`src/rtl/mux_arbiter.sv`:
```
// Two-source arbiter feeding a registered 2:1 byte mux with valid/ready output and a transfer counter.
// Optional build macro: MUX_ARBITER_RR_EN selects round-robin tie-break; otherwise A wins ties.
module mux_arbiter #(
    parameter int WIDTH = 8,
    parameter int CNT_W = 16
) (
    input  logic             clk,
    input  logic             rst,
    input  logic             a_valid,
    input  logic [WIDTH-1:0] a_data,
    output logic             a_ready,
    input  logic             b_valid,
    input  logic [WIDTH-1:0] b_data,
    output logic             b_ready,
    output logic             out_valid,
    output logic [WIDTH-1:0] out_data,
    input  logic             out_ready,
    output logic             sel,
    output logic [CNT_W-1:0] xfer_cnt
);

    typedef enum logic [1:0] {
        ST_IDLE   = 2'd0,
        ST_BUSY_A = 2'd1,
        ST_BUSY_B = 2'd2
    } state_t;

    state_t           r_state;
    state_t           w_next_state;
    logic [WIDTH-1:0] r_data;
    logic             r_sel;
    logic [CNT_W-1:0] r_cnt;
    logic             w_load;
    logic             w_tie_a;
    logic             w_win_a;
    logic             w_win_b;

`ifdef MUX_ARBITER_RR_EN
    logic             r_last_grant_b;

    // Remember the last winner so the other source takes the next tie.
    always_ff @(posedge clk) begin
        if (rst) begin
            r_last_grant_b <= 1'b1;
        end else if (w_load && (w_win_a || w_win_b)) begin
            r_last_grant_b <= w_win_b;
        end else begin
            r_last_grant_b <= r_last_grant_b;
        end
    end

    assign w_tie_a = r_last_grant_b;
`else
    assign w_tie_a = 1'b1;
`endif

    // Winner selection and next-state decode; the register can refill while draining.
    always_comb begin
        w_load       = 1'b0;
        w_win_a      = 1'b0;
        w_win_b      = 1'b0;
        w_next_state = r_state;
        if (r_state == ST_IDLE) begin
            w_load = 1'b1;
        end else begin
            w_load = out_ready;
        end
        w_win_a = a_valid && (!b_valid || w_tie_a);
        w_win_b = b_valid && !w_win_a;
        case (r_state)
            ST_IDLE, ST_BUSY_A, ST_BUSY_B: begin
                if (!w_load) begin
                    w_next_state = r_state;
                end else if (w_win_a) begin
                    w_next_state = ST_BUSY_A;
                end else if (w_win_b) begin
                    w_next_state = ST_BUSY_B;
                end else begin
                    w_next_state = ST_IDLE;
                end
            end
            default: begin
                w_next_state = ST_IDLE;
            end
        endcase
    end

    // State register.
    always_ff @(posedge clk) begin
        if (rst) begin
            r_state <= ST_IDLE;
        end else begin
            r_state <= w_next_state;
        end
    end

    // Capture the winning byte and its source on a load.
    always_ff @(posedge clk) begin
        if (rst) begin
            r_data <= {WIDTH{1'b0}};
            r_sel  <= 1'b0;
        end else if (w_load && w_win_a) begin
            r_data <= a_data;
            r_sel  <= 1'b0;
        end else if (w_load && w_win_b) begin
            r_data <= b_data;
            r_sel  <= 1'b1;
        end else begin
            r_data <= r_data;
            r_sel  <= r_sel;
        end
    end

    // Count completed output handshakes, wrapping naturally.
    always_ff @(posedge clk) begin
        if (rst) begin
            r_cnt <= {CNT_W{1'b0}};
        end else if ((r_state != ST_IDLE) && out_ready) begin
            r_cnt <= r_cnt + {{(CNT_W-1){1'b0}}, 1'b1};
        end else begin
            r_cnt <= r_cnt;
        end
    end

    assign a_ready   = !rst && w_load && w_win_a;
    assign b_ready   = !rst && w_load && w_win_b;
    assign out_valid = (r_state != ST_IDLE);
    assign out_data  = r_data;
    assign sel       = r_sel;
    assign xfer_cnt  = r_cnt;

endmodule

```
`config.mk`:
```
export PLATFORM = sky130hd
export DESIGN_NAME = mux_arbiter
export DESIGN_NICKNAME = d
export VERILOG_FILES = /design/src/rtl/mux_arbiter.sv
export SDC_FILE = /design/constraint.sdc
export NUM_CORES = 1
export LEC_CHECK = 0
export BUFFER_PORTS_ARGS = -buffer_cell sky130_fd_sc_hd__buf_2
export CAP_MARGIN = 20
export CORE_MARGIN = 2
export CORE_UTILIZATION = 47
export CTS_CLUSTER_DIAMETER = 100
export DETAILED_ROUTE_END_ITERATION = 10
export PLACE_DENSITY = 0.82
export SETUP_SLACK_MARGIN = 0.1
export SLEW_MARGIN = 30
export SYNTH_ARGS = -nofsm -noshare
export SYNTH_HDL_FRONTEND = slang
export SYNTH_SLANG_ARGS = --single-unit
```
`constraint.sdc`:
```
create_clock -name clk -period 2 [get_ports clk]
set_input_delay 0.4 -clock clk [delete_from_list [all_inputs] [get_ports clk]]
set_output_delay 0.4 -clock clk [all_outputs]
set_load 0.02 [all_outputs]
```
# Word level (Yosys, flattened, before mapping)
# Cells that the tools add are included.
# classes
n_mux,5
n_div,0
n_mul,0
n_eq_ne,2
n_addsub,1
bitwise_logic,1
n_reduce_logical,15
n_shift,0
n_lt_le_gt_ge,0
# ops
operator,n
$add A16 B1 Y16 const B,1
$mux W8,2
$logic_and A1 B1 Y1,7
$mux W2,2
$reduce_bool A2 Y1,2
$reduce_or A2 Y1,2
$reduce_or A3 Y1,1
$eq A2 B1 Y1 const B,1
$eq A2 B2 Y1 const B,1
$logic_not A1 Y1,2
$logic_not A2 Y1,1
$mux W1,1
$not A1 Y1,1
# word_totals
mem_bits_ro,0
wordCells,28
latch_bits,0
ram_bits,0
inputBits,21
n_memories,0
register_bits,27

# Longest topological paths before layout
# logic_depth
word_depth,5
depth_mapped,6

# Worst setup path after synthesis
# No wires, ideal clock.
# synth_timing
kind,input to output
start,in out_ready
end,out a_ready
setup_slack_ns,0.194
path_buffers,2
required_time_ns,1.600
cell_stages,4
t_arrival_ns,1.406
path_cell_list,buf_2 o21ai_1 clkbuf_1 nor2_1
# synth_between
elab_chain_cells,3
# synth_rtl
item,line,text
start: declaration,17,"input logic out_ready,"
$mux W1,63,if (r_state == ST_IDLE) begin
$logic_and A1 B1 Y1 (2 in series),125,assign a_ready = !rst && w_load && w_win_a;
end: declaration,11,"output logic a_ready,"
# No other way between the ends.

# Worst setup path in the final report
# layout_timing
start,reg r_state[1]
end,out b_ready
# layout_between
elab_chain_cells,4
# layout_rtl
item,line,text
start: declaration,28,state_t r_state;
start signal: assignment,93,r_state <= w_next_state;
$logic_not A2 Y1,63,
$mux W1,63,
$logic_and A1 B1 Y1 (2 in series),126,assign b_ready = !rst && w_load && w_win_b;
end: declaration,14,"output logic b_ready,"
# No other way between the ends.

==> impl_metrics.ini <==
[hold_path]
hold_path_end = out_data[1]
worstHoldStart = b_data[1]
worstHoldPathCells = 3
hp-class = in -> reg

[final_layout]
drive_above_1_share = 0.3179
area_growth_syn_to_layout_pct = 24.62
diodes = 0
fin_util = 0.6212
regArea_um2 = 541.8
nets = 218
multiInputGateArea_um2 = 651.9
finalInstanceArea_um2 = 1539
num-fill-cells = 224

[worst_setup_path]
rrSetupSlack_ps = 290
path_buf_inv = 1
cpMaxStageDelayCell = dfxtp_1
crit_path_cell_trace = nor2_2 -> o21ai_1 -> nor3_1 -> buf_2
reg2reg_from = xfer_cnt[2]
critical_path_depth = 4
crit_arrival_ps = 1390
critPathKind = reg -> out
path_delay_family = flip-flops
critical_path.startpoint_type = flip-flop
worstPathRequired_ps = 1600
cp-end-kind = output pin
cp_max_fo = 9
max_stage_delay_ps = 430
reg2reg_depth = 4
r2r_end = xfer_cnt[14]

[global_route]
antenna_found_initial = 0
grt_pass1_vias = 1089
grt_first_pass_wirelength_mm = 4.657
grt_overflow = 0
track_usage = 0.1852
grt_max_degree = 28

[timing]
fin_crit_ps = 1794
rsz0062_at_grt = false
period_share = 0.8969
hold_ws_ps = 308.9
tightest_slew_ps = 414.6
setup_tns_ps = 0
fmax_mhz = 557.4
hold_viol_final = 0
slew_violations = 0
max_slew_margin = 0.7228
finalSetupViolations = 0
skew_ps = 8.951

[synth]
ys_ff_latch = 27
synth.area.top_cells = dfxtp_1 44%, nor2_1 8.2%, nand2_1 5.8%, a311oi_1 5.7%, xor2_1 4.3%
syn_nets = 169
yosysUniqueCellTypes = 35
netlist_instances = 147
synth_top_area_frac = 0.4377
synth.avg_cell_area_um2 = 8.401
netlist_area_um2 = 1235
yosys_warnings = 0
ys_seq_area_frac = 0.4377
yosysTopAreaCell = dfxtp_1

[route]
num_vias = 1204
drt_iter0_drc = 35
wl_met3_um = 166
routed.top_layer = met4
wl_met1_mm = 1.352
wl_mm = 2.833
via_per_inst = 5.351
wire_per_inst_um = 12.59
drc = 0
ant_nets = 0
met2_length_mm = 1.304
drtPass1Iterations = 4

[floorplan]
die_area_um2 = 3054
chipWidth_um = 55.26
core_area_um2 = 2477
ioPinCount = 49
die_y_um = 55.26
initial_core_util = 0.4985
rows = 18

[pwr]
power_density_nw_per_um2 = 638.9
p_leak_nw = 0.6865
peakVddDrop_uv = 391.8
total_power_mw = 0.9833

[placement]
dpl.hpwl_mm = 2.088
place_area_um2 = 1505
gp_congestion = 0.7878
portBuffers = 48

[cts]
postCtsSetupRepairBufs = 0
cts_buffer_depth = 2
clockRootBuffer = clkbuf_4
cts_hold_buffers = 0
cts_resized = 0
htree_levels = 1
path_clk_slew_ps = 160
cts_buffers = 3
clk_latency_ps = 330
cts_tree = built
cts_sinks = 27

[run_status]
outcome = finished, final reports clean

[flow_run]
cap_violations = 0
[cells by family after synthesis]
logic type,after synthesis,share of synthesized area
xor+xnor,11,0.07801
flops,27,0.4377
fa+ha+maj,1,0.01013
compound gates,27,0.1570
buf+inv,11,0.03646
mux,1,0.008106
simple gates,69,0.2725
[per-stage QoR]
stage | std cells | worst slack (ps)
after global routing | 225 | 109.6
after global placement | 221 | 376.2
after floorplan | 147 | 194.0
after detailed placement | 221 | 314.9
after CTS | 225 | 131.5
final | 225 | 206.1
[state kept, by name (all words and copies together) (netlist names)]
register  flops
out_data      8
r_state       2
sel           1
xfer_cnt     16
[power by group]
group / switching (mW) / internal [mW] / leakage [nW] / total, mW
logic: 0.0960 / 0.0612 / 0.452 / 0.157
registers: 0.0199 / 0.561 / 0.221 / 0.581
clock network: 0.169 / 0.0765 / 0.0139 / 0.246
total: 0.285 / 0.698 / 0.687 / 0.983
[metal layers]
layer	track usage	vias up
met2	0.3095	41
li1	-	612
met5	0	-
met3	0.03513	2
met1	0.2389	549
met4	0.06272	0
[synthesized netlist by cell type (all sizes together)]
cell     number
inv           4
a21oi         5
o21a          1
nor3          3
nand2b        2
xnor2         5
and4          1
a311oi        8
nand4         4
a2bb2oi       1
o2111ai       1
buf           4
dfxtp        27
o31ai         1
nand2        19
clkbuf        3
or4           1
nor4          3
or3           4
o21ai         7
mux2i         1
a22oi         1
xor2          6
o2111a        1
and2          1
nor2         27
o211ai        1
nand3         3
ha            1
nor3b         1
[tightest hold or removal path, cell delays in order]
cell and delay (ps):
buf_2 90, nand2_1 50, a311oi_1 70
[worst max path at each step]
stage | start | endpoint | slack [ps]
after floorplan | out_ready | a_ready | 190
after global placement | xfer_cnt[2] | xfer_cnt[14] | 380
after detailed placement | xfer_cnt[2] | xfer_cnt[14] | 310
after CTS | r_state[0] | b_ready | 130
after global routing | r_state[1] | b_ready | 110
final | r_state[1] | b_ready | 210
[layout make-up]
cell class                 count  area share
inverter                       4    0.009756
sequential                    27      0.3520
clock inverter                 1    0.004878
clock buffer                   3     0.01463
tap                           30     0.02439
timing repair buffer          51      0.1707
multi-input combinational    109      0.4236
[placed cells by master, fill, tap and decap left out, drive strengths merged, types with 2 or more instances in the layout]
cell,n
buf,51
nor2,27
dfxtp,27
nand2,19
a311oi,8
o21ai,7
xor2,6
a21oi,5
xnor2,5
inv,4
nand4,4
or3,4
nor3,3
nand3,3
nor4,3
clkbuf,3
nand2b,2
Note: power is estimated with default switching activity, not from simulation.
